<file path="config.mk">
export PLATFORM = sky130hd
export DESIGN_NAME = snake_dir_scheduler
export DESIGN_NICKNAME = d
export VERILOG_FILES = /design/src/rtl/snake_pkg.sv /design/src/rtl/dir_fifo.sv /design/src/rtl/snake_dir_scheduler.sv
export SDC_FILE = /design/constraint.sdc
export NUM_CORES = 1
export LEC_CHECK = 0
export ABC_AREA = 1
export BUFFER_PORTS_ARGS = -buffer_cell sky130_fd_sc_hd__buf_2
export CAP_MARGIN = 25
export CORE_MARGIN = 2
export CORE_UTILIZATION = 23
export DETAILED_ROUTE_END_ITERATION = 10
export PLACE_DENSITY = 0.38
export REMOVE_ABC_BUFFERS = 1
export SLEW_MARGIN = 5
export SYNTH_ARGS = -nofsm -noshare
export SYNTH_HDL_FRONTEND = slang
export SYNTH_SLANG_ARGS = --single-unit
</file>
<file path="constraint.sdc">
create_clock -name clk_25 -period 3.1 [get_ports clk_25]
set_input_delay 0.62 -clock clk_25 [delete_from_list [all_inputs] [get_ports clk_25]]
set_output_delay 0.62 -clock clk_25 [all_outputs]
set_load 0.03 [all_outputs]
</file>
<file path="src/rtl/snake_pkg.sv">
// Shared types and helpers for the snake direction scheduler.
package snake_pkg;

    typedef enum logic [2:0] {
        DIR_DOWN  = 3'd0,
        DIR_RIGHT = 3'd1,
        DIR_LEFT  = 3'd2,
        DIR_UP    = 3'd3,
        DIR_NONE  = 3'd4
    } dir_t;

    typedef enum logic [1:0] {
        F_IDLE,
        F_SETTLE,
        F_COMMIT
    } filt_state_t;

    // Opposite direction; NONE maps to itself.
    function automatic dir_t reverse(dir_t d);
        case (d)
            DIR_DOWN:  return DIR_UP;
            DIR_UP:    return DIR_DOWN;
            DIR_LEFT:  return DIR_RIGHT;
            DIR_RIGHT: return DIR_LEFT;
            default:   return DIR_NONE;
        endcase
    endfunction

    // Raw 3-bit keyboard code to dir_t; unused codes 5..7 collapse onto NONE.
    function automatic dir_t normalize(logic [2:0] code);
        if (code > 3'd4) return DIR_NONE;
        return dir_t'(code);
    endfunction

    // True for the four real movement directions.
    function automatic logic is_move(dir_t d);
        return (d != DIR_NONE);
    endfunction

endpackage

</file>
<file path="src/rtl/dir_fifo.sv">
// Pending-turn FIFO: DEPTH entries of dir_t with head/tail visibility and occupancy count.
module dir_fifo
    import snake_pkg::*;
#(
    parameter int DEPTH = 4
) (
    input  logic                     clk,
    input  logic                     rst_n,
    input  logic                     i_flush,
    input  logic                     i_push,
    input  dir_t                     i_data,
    input  logic                     i_pop,
    output dir_t                     o_head,
    output dir_t                     o_tail,
    output logic                     o_full,
    output logic                     o_empty,
    output logic [$clog2(DEPTH):0]   o_count
);

    localparam int AW = $clog2(DEPTH);
    localparam int CW = AW + 1;

    dir_t            r_mem [DEPTH];
    logic [AW-1:0]   r_wr_ptr;
    logic [AW-1:0]   r_rd_ptr;
    logic [CW-1:0]   r_count;
    logic [AW-1:0]   w_tail_ptr;
    logic            w_do_push;
    logic            w_do_pop;

    assign o_full     = (r_count == CW'(DEPTH));
    assign o_empty    = (r_count == '0);
    assign o_count    = r_count;
    assign w_tail_ptr = r_wr_ptr - AW'(1);
    assign o_head     = r_mem[r_rd_ptr];
    assign o_tail     = r_mem[w_tail_ptr];

    // A push into a full FIFO is only legal when the head leaves in the same cycle.
    assign w_do_pop  = i_pop && !o_empty;
    assign w_do_push = i_push && (!o_full || w_do_pop);

    // Storage write.
    // NOTE: the array has no reset; entries are only ever read below the occupancy count, so stale contents are harmless and the RAM stays reset-free.
    always_ff @(posedge clk) begin
        if (w_do_push && !i_flush) begin
            r_mem[r_wr_ptr] <= i_data;
        end
    end

    // Pointers wrap naturally; occupancy lives in its own saturating-by-construction counter.
    always_ff @(posedge clk or negedge rst_n) begin
        if (!rst_n) begin
            r_wr_ptr <= '0;
            r_rd_ptr <= '0;
            r_count  <= '0;
        end else if (i_flush) begin
            r_wr_ptr <= '0;
            r_rd_ptr <= '0;
            r_count  <= '0;
        end else begin
            if (w_do_push) r_wr_ptr <= r_wr_ptr + AW'(1);
            if (w_do_pop)  r_rd_ptr <= r_rd_ptr + AW'(1);
            r_count <= r_count + CW'(w_do_push) - CW'(w_do_pop);
        end
    end

endmodule

</file>
<file path="src/rtl/snake_dir_scheduler.sv">
// Keyboard-direction scheduler: synchronise, debounce, queue and apply one turn per game tick.
module snake_dir_scheduler
    import snake_pkg::*;
#(
    parameter int         DEPTH      = 4,
    parameter int         STABLE_CYC = 3,
    parameter logic [2:0] INIT_DIR   = 3'd1
) (
    input  logic                     clk_25,
    input  logic                     rst_n,
    input  logic [2:0]               kb_dir,
    input  logic                     game_tick,
    input  logic                     game_run,
    input  logic                     flush,
    output logic [2:0]               cur_dir,
    output logic                     turn_pulse,
    output logic [$clog2(DEPTH):0]   pending,
    output logic                     overflow
);

    localparam int   CNTW     = $clog2(STABLE_CYC + 1);
    localparam dir_t INIT_D   = dir_t'(INIT_DIR);

    // Synchroniser and filter state.
    logic [2:0]        r_sync1;
    logic [2:0]        r_sync2;
    dir_t              w_s;
    filt_state_t       r_fstate;
    logic [CNTW-1:0]   r_cnt;
    dir_t              r_cand;
    dir_t              r_last;
    logic              r_push_req;

    // Output / game-side state.
    dir_t              r_cur_dir;
    logic              r_turn_pulse;
    logic              r_overflow;

    // FIFO interface.
    dir_t                    w_head;
    dir_t                    w_tail;
    logic                    w_full;
    logic                    w_empty;
    logic [$clog2(DEPTH):0]  w_count;
    logic                    w_pop;
    logic                    w_push;
    logic                    w_drop_full;
    logic                    w_accept;
    dir_t                    w_ref;

    // Two-flop synchroniser into clk_25; idles at NONE so reset never looks like a key.
    // NOTE: sequential state uses non-blocking assignments so r_sync2 takes the old r_sync1, giving a true two-stage chain.
    always_ff @(posedge clk_25 or negedge rst_n) begin
        if (!rst_n) begin
            r_sync1 <= DIR_NONE;
            r_sync2 <= DIR_NONE;
        end else begin
            r_sync1 <= kb_dir;
            r_sync2 <= r_sync1;
        end
    end

    assign w_s = normalize(r_sync2);

    // Stability filter: a code must be seen STABLE_CYC times in a row before it is committed.
    always_ff @(posedge clk_25 or negedge rst_n) begin
        if (!rst_n) begin
            r_fstate   <= F_IDLE;
            r_cnt      <= '0;
            r_cand     <= DIR_NONE;
            r_last     <= DIR_NONE;
            r_push_req <= 1'b0;
        end else begin
            r_push_req <= 1'b0;
            case (r_fstate)
                F_IDLE: begin
                    if (w_s != r_last) begin
                        r_cand <= w_s;
                        r_cnt  <= CNTW'(1);
                        if (STABLE_CYC == 1) begin
                            r_fstate   <= F_COMMIT;
                            r_push_req <= is_move(w_s);
                        end else begin
                            r_fstate <= F_SETTLE;
                        end
                    end
                end
                F_SETTLE: begin
                    if (w_s != r_cand) begin
                        if (w_s == r_last) begin
                            r_fstate <= F_IDLE;
                        end else begin
                            r_cand <= w_s;
                            r_cnt  <= CNTW'(1);
                        end
                    end else if (r_cnt == CNTW'(STABLE_CYC - 1)) begin
                        r_fstate   <= F_COMMIT;
                        r_push_req <= is_move(r_cand);
                    end else begin
                        r_cnt <= r_cnt + CNTW'(1);
                    end
                end
                F_COMMIT: begin
                    r_last   <= r_cand;
                    r_fstate <= F_IDLE;
                end
                default: r_fstate <= F_IDLE;
            endcase
        end
    end

    // A tick only dequeues when the game is running and something is waiting.
    assign w_pop = game_tick && game_run && !w_empty;

    // Push qualification: compare against the most recent planned direction.
    // NOTE: every signal driven here gets a value on every path, so no latch is inferred.
    always_comb begin
        w_ref       = (w_count != '0) ? w_tail : r_cur_dir;
        w_accept    = r_push_req && (r_cand != w_ref) && (r_cand != reverse(w_ref));
        w_push      = w_accept && (!w_full || w_pop) && !flush;
        w_drop_full = w_accept && w_full && !w_pop;
    end

    dir_fifo #(
        .DEPTH (DEPTH)
    ) u_fifo (
        .clk     (clk_25),
        .rst_n   (rst_n),
        .i_flush (flush),
        .i_push  (w_push),
        .i_data  (r_cand),
        .i_pop   (w_pop && !flush),
        .o_head  (w_head),
        .o_tail  (w_tail),
        .o_full  (w_full),
        .o_empty (w_empty),
        .o_count (w_count)
    );

    // Current direction, turn strobe and sticky overflow; flush overrides everything.
    always_ff @(posedge clk_25 or negedge rst_n) begin
        if (!rst_n) begin
            r_cur_dir    <= INIT_D;
            r_turn_pulse <= 1'b0;
            r_overflow   <= 1'b0;
        end else begin
            r_turn_pulse <= 1'b0;
            if (flush) begin
                r_cur_dir  <= INIT_D;
                r_overflow <= 1'b0;
            end else begin
                if (w_pop) begin
                    r_cur_dir    <= w_head;
                    r_turn_pulse <= 1'b1;
                end
                if (w_drop_full) begin
                    r_overflow <= 1'b1;
                end
            end
        end
    end

    assign cur_dir    = r_cur_dir;
    assign turn_pulse = r_turn_pulse;
    assign pending    = w_count;
    assign overflow   = r_overflow;

endmodule

</file>
After elaboration in Yosys (flattened, before gate mapping)
Memory sizes are Yosys's and may differ from the RTL's.
Cells that the tools add are included.
{ "classes": {"add_sub_neg": 6, "order_cmp": 1, "eq_ne": 20, "n_mux": 34, "n_reduce_logical": 30} }
{ "op_table": {"columns": ["op", "count"], "rows": [
  ["$mux 3", 9],
  ["$mux 2", 11],
  ["$ne 3x3->1 const B", 5],
  ["$logic_and 1x1->1", 12],
  ["$ne 3x3->1", 4],
  ["$pmux 3 s4", 1],
  ["$mux 1", 10],
  ["$reduce_bool 2->1", 5],
  ["$pmux 2 s2", 2],
  ["$reduce_and 4->1", 2],
  ["$add 2x1->2 const B", 3],
  ["$eq 3x2->1 const B", 2],
  ["$logic_not 3->1", 2],
  ["$ne 2x2->1 const B", 3],
  ["$pmux 3 s2", 1],
  ["$eq 2x2->1 const B", 2],
  ["$logic_not 1->1", 4],
  ["$add 3x1->3", 1],
  ["$eq 3x1->1 const B", 1],
  ["$eq 3x3->1", 1],
  ["$eq 3x3->1 const B", 1],
  ["$gt 3x3->1 const B", 1],
  ["$reduce_and 3->1", 1],
  ["$reduce_bool 3->1", 1],
  ["other kinds (5)", 6]
]} }
{ "totals": {"regBits": 29, "ramBits": 12, "inputBits": 8, "output_inout_bits": 8, "word_cells": 105, "memories": 1} }
{ "mem_list": {"columns": ["memory", "depth", "word_bits", "read_ports", "rd_clocked_by_memory_dff", "wr", "line_no", "rtl"], "rows": [
  ["u_fifo.r_mem", 4, 3, 2, 0, 1, "dir_fifo.sv:23", "dir_t r_mem [DEPTH];"]
]} }

Longest topological paths before layout
An unclocked memory read counts as a cell.
{ "depth": {"ltp_word": 13, "ltp_mapped": 18, "depth_no_buf": 18} }

Hierarchy
From an unflattened synthesis, not the netlist that was laid out.
{ "unflattened": {"cells_unflattened": 237, "area_unflattened_um2": 2152.1} }
{ "by_module_without_submodules": {"columns": ["mod", "n_inst", "cells_each", "area_per_inst_um2", "seq_area_each_um2"], "rows": [
  ["snake_dir_scheduler", 1, 124, 1128.6, 556.8],
  ["dir_fifo", 1, 113, 1023.5, 535.5]
]} }

Worst setup path after synthesis
No wires, ideal clock.
{ "synth_path": {"path_kind": "reg2reg", "startpoint": "reg u_fifo.r_wr_ptr[0]", "endpoint": "reg u_fifo.r_count[2], in the netlist u_fifo.o_count[2]", "arrival_ns": 2.501, "path_slack_ns": 0.513, "path_stages_with_launch": 19, "n_path_buf": 0, "synth_period_minus_slack_ns": 2.587, "cell_sequence": "dfrtp_1 -> inv_1 -> ha_1 -> inv_1 -> nand3_1 -> nand2_1 -> nand2_1 -> nand3_1 -> nand3_2 -> nor2_1 -> nor2_1 -> nand2_2 -> nand4_2 -> inv_1 -> ha_1 -> inv_1 -> fa_1 -> and3_1 -> nor3_1"} }
{ "synth_via": {"elab_chain_cells": 13} }
{ "synth_rtl": {"columns": ["element", "line_no", "rtl"], "rows": [
  ["start, declared", "dir_fifo.sv:24", "logic [AW-1:0] r_wr_ptr;"],
  ["start signal, assigned", "dir_fifo.sv:61", "if (w_do_push) r_wr_ptr <= r_wr_ptr + AW'(1);"],
  ["$sub 2x1->2 (*)", "dir_fifo.sv:34", "assign w_tail_ptr = r_wr_ptr - AW'(1);"],
  ["$mem_v2 4x3 (*)", null, null],
  ["$mux 3 (*)", "snake_dir_scheduler.sv:118", "w_ref = (w_count != '0) ? w_tail : r_cur_dir;"],
  ["$eq 3x1->1, or another cell as far along", "snake_pkg.sv:20", "case (d)"],
  ["$pmux 3 s4", "snake_pkg.sv:20", null],
  ["$ne 3x3->1", "snake_dir_scheduler.sv:119", "w_accept = r_push_req && (r_cand != w_ref) && (r_cand != reverse(w_ref));"],
  ["$logic_and 1x1->1 (*)", "snake_dir_scheduler.sv:119", null],
  ["$logic_and 1x1->1 (*) (2 in series)", "snake_dir_scheduler.sv:120", "w_push = w_accept && (!w_full || w_pop) && !flush;"],
  ["$logic_and 1x1->1 (*)", "dir_fifo.sv:40", "assign w_do_push = i_push && (!o_full || w_do_pop);"],
  ["$add 3x1->3 (*)", "dir_fifo.sv:63", "r_count <= r_count + CW'(w_do_push) - CW'(w_do_pop);"],
  ["$sub 3x1->3 (*)", "dir_fifo.sv:63", null],
  ["$mux 3 (*)", "dir_fifo.sv:56", "end else if (i_flush) begin"],
  ["end signal, assigned", "dir_fifo.sv:63", null],
  ["end, declared", "dir_fifo.sv:26", "logic [CW-1:0] r_count;"]
]} }
Mark *: on every way between the ends. The rest lies on a longest branch, timed or not.
A chain may end at the register's enable or synchronous reset.

Final worst setup path
{ "layout_path": {"startpoint": "reg u_fifo.r_wr_ptr[1]", "endpoint": "reg u_fifo.r_count[2], in the netlist u_fifo.o_count[2]"} }
Same word-level chain as after synthesis.

==> metrics.md <==
| Metric | Value |
|---|---|
| Rows | 34 |
| I/O pin total | 16 |
| Hold-fix buffers at CTS | 0 |
| Detailed Place HPWL | about 3500 um |
| Cell Pwr Density | between 600 and 700 nW/um^2 |
| Sw frac | a little under a third |
| N_diodes | 0 |
| R2r setup slk | ~0.35 ns |
| Max VDD drop | 0.0003013 V |
| Largest net degree at the start of global routing | 30 |
| Clock sink total | 41 |
| Clock Power Share | between 30% and 40% |
| Cells after Synth | around 230 |
| Post-synth top area cell | dfrtp_1 |
| DR vias | 1537 |
| Critical path capture point type | flip-flop |
| GRT Residual Overflow | 0 |
| Final setup viols | 0 |
| FF-to-FF path depth | 17 |
| Fin. Hold Viols | 0 |
| Die ar. | just under 10000 um^2 |
| Area Growth Syn to Fin | 14.86% |
| CTS tree | done |
| Clk root buf | clkbuf_8 |
| Leakage dissipation | roughly 1.1 nW |
| Netlist cell types | 36 |
| DIE WIDTH | 99.09 um |
| Combinational share of power | 20.9% |
| Critical path required time | 3.32 ns |
| Maximum fanout along the worst path | 5 |
| Worst Hold Depth | 0 |
| Initial Utilization | about a quarter |
| Minimum clock period | 2.748 ns |
| Max_slew headroom | approximately 54% |
| DRC errors left | 0 |
| First-pass GRT wire length | between 7000 and 8000 um |
| Worst slew pin tran | slightly below 0.7 ns |
| CTS buffer count | 5 |
| Sequential share of the synthesized area | between 50% and 60% |
| GRT Util Overall | between 10 and 15% |
| Most frequent cells in the layout | nand2_1 (44), inv_1 (39), dfrtp_1 (24) |
| Worst hold margin | 0.3532 ns |
| Avg Inst Size Synth | just under 9 um^2 |
| Unrepaired setup endpoints after global routing | no |
| Initial DRT Pass Iterations | 4 |
| Crit Path Class | reg -> reg |
| Iter 0 DRT Violations | 54 |
| Critical path arrival | between 2 and 3 ns |
| Mapped Area | around 2100 um^2 |
| EDFF count, synth | 12 |
| Post-CTS Setup Bufs | 0 |
| Chip height | approximately 99 um |
| Vias per inst | 4.246 |
| Vias in the first global route | about 1.5k |
| Clock transition at path regs | 0.09 ns |
| Initial antenna violation count | 0 |
| Max cap viols | 0 |
| Internal | just under 1 mW |
| WL/cell | ~13 um |
| NetSw | 455.5 uW |
| Yosys reg bits | approximately 40 |
| Startpoint types | flip-flop |
| Final Skew | roughly 0.012 ns |
| Core area | between 8000 and 9000 um^2 |
| Routed Wire Length | ~4700 um |
| Ys flop type | dfrtp_1 |
| CTS max path bufs | 2 |
| Worst hold path type | reg -> reg |
| Antenna viol nets, final | 0 |
| Max-slew violation count | 0 |
| Fmax achieved | 363.9 MHz |
| Setup TNS Final | 0 ns |
| CTS H-tree lvls | 2 |
| Final worst-path cycle share | between 80% and 90% |
| Final RePlAce weighted congestion | around 0.76 |
| Port Buf Inserts | 15 |
| Post-synth ARST share | a little over two thirds |
| Flop pwr share | approximately half |
| Area fraction of the dominant cell type after synthesis | approximately 29% |
| Outcome | completed |
| Fill count | approximately 950 |
| Commonest non-fill, non-tap cell in the layout | nand2_1 |
| Clock Latency Late Sink | 0.30 ns |
| Share of cells above drive strength 1 | 16.93% |
| Area contributors post-synth | dfrtp_1 (29%), edfxtp_1 (17%), nand2_1 (7.9%) |
| Synthesis Warnings | 0 |
| Final #Nets | roughly 270 |
[sequential cells by signal (all words and copies together) (netlist names)]
name and count:
r_sync1 3, u_fifo.r_rd_ptr 2, overflow 1, u_fifo.r_mem 12
u_fifo.o_count 3, r_sync2 3, cur_dir 3, r_cnt 2
r_fstate 2, u_fifo.r_wr_ptr 2, turn_pulse 1, r_push_req 1
r_cand 3, r_last 3
[per-layer routing]
metal | track usage (%) | vias to the layer above | part of all wire, %
li1 | - | 796 | -
met1 | 13.51 | 720 | 48
met2 | 16.48 | 17 | 48
met3 | 2.553 | 4 | 2.6
met4 | 2.845 | 0 | 1.0
met5 | 0 | - | 0
[Yosys cell counts (2+ instances only)]
| cell | number |
|---|---|
| nand2_1 | 44 |
| inv_1 | 40 |
| dfrtp_1 | 24 |
| nor2_1 | 21 |
| nand3_1 | 20 |
| o21ai_0 | 15 |
| edfxtp_1 | 12 |
| a21oi_1 | 9 |
| ha_1 | 7 |
| dfstp_2 | 5 |
| a32o_1 | 2 |
| inv_2 | 2 |
| nand2_2 | 2 |
| nand3_2 | 2 |
| nand3b_1 | 2 |
| nor2_2 | 2 |
| nor3_1 | 2 |
| nor3_2 | 2 |
| o22ai_1 | 2 |
| xor2_1 | 2 |
[power by group through the flow]
stage	registers, mW	clock network (mW)	logic, mW
detailed placement	0.709	0	0.306
CTS	0.698	0.451	0.308
floorplan	0.690	0	0.230
global placement	0.710	0	0.307
global route	0.708	0.481	0.362
finish	0.697	0.443	0.302
[cell families after synthesis]
family / Yosys count / share of synthesized area [%]
XOR/XNOR: 3 / 1.264
adder cells (fa/ha/maj): 8 / 5.174
flip-flops: 41 / 52.53
buffers and inverters: 45 / 8.543
AND/OR/NAND/NOR: 101 / 22.62
AO/OA/AOI/OAI: 35 / 9.868
[what timing repair did]
item                       4_1_cts  5_1_grt
setup endpoints to repair        0        1
hold endpoints to repair         0        0
resized for setup                0        1
[layout make-up]
type                            count  area [um^2]  share of cell area [%]
Timing Repair Buffer               16        82.58                   3.457
Inverter                           42        157.7                   6.600
Clock buffer                        6        72.57                   3.038
Clock inverter                      2        38.79                   1.624
Tap cell                          108        135.1                   5.657
Sequential cell                    41         1092                   45.73
Multi-Input combinational cell    147        809.5                   33.89
[critical path, cell delays in order, from the launching register on]
cell     delay (ns)
dfrtp_1        0.41
inv_1          0.08
ha_1           0.36
inv_1          0.09
nand3_1        0.09
nand3_1        0.09
o21ai_2        0.12
nand3_2        0.10
nor2_1         0.09
nor2_1         0.05
nand2_2        0.09
nand4_2        0.13
inv_1          0.09
ha_1           0.14
inv_1          0.05
fa_1           0.40
and3_1         0.17
nor3_1         0.12
[stage by stage]
step | instances | worst slack, ns | total power, mW | utilization (%) | instance area, um^2
CTS | 362 | 0.2980 | 1.457 | 27.26 | 2389
global placement | 354 | 0.3581 | 1.018 | 25.99 | 2277
finish | 362 | 0.3522 | 1.442 | 27.26 | 2389
global route | 362 | 0.04307 | 1.551 | 27.26 | 2389
floorplan | 230 | 0.3020 | 0.9200 | - | 2059
detailed placement | 354 | 0.2968 | 1.015 | 25.99 | 2277
[worst paths after layout]
kind | startpoint | end
worst min-delay path | r_sync1[0]$_DFF_PN0_ | r_sync2[0]$_DFF_PN0_
worst max-delay path | u_fifo.r_wr_ptr[1]$_DFFE_PN0P_ | u_fifo.o_count[2]$_DFF_PN0_
max in group asynchronous | rst_n | r_push_req$_DFF_PN0_
worst max register to register | u_fifo.r_wr_ptr[1]$_DFFE_PN0P_ | u_fifo.o_count[2]$_DFF_PN0_
min in group asynchronous | rst_n | turn_pulse$_DFF_PN0_
worst min register to register | r_sync1[0]$_DFF_PN0_ | r_sync2[0]$_DFF_PN0_
No activity file was read; power rests on OpenSTA's default activity.
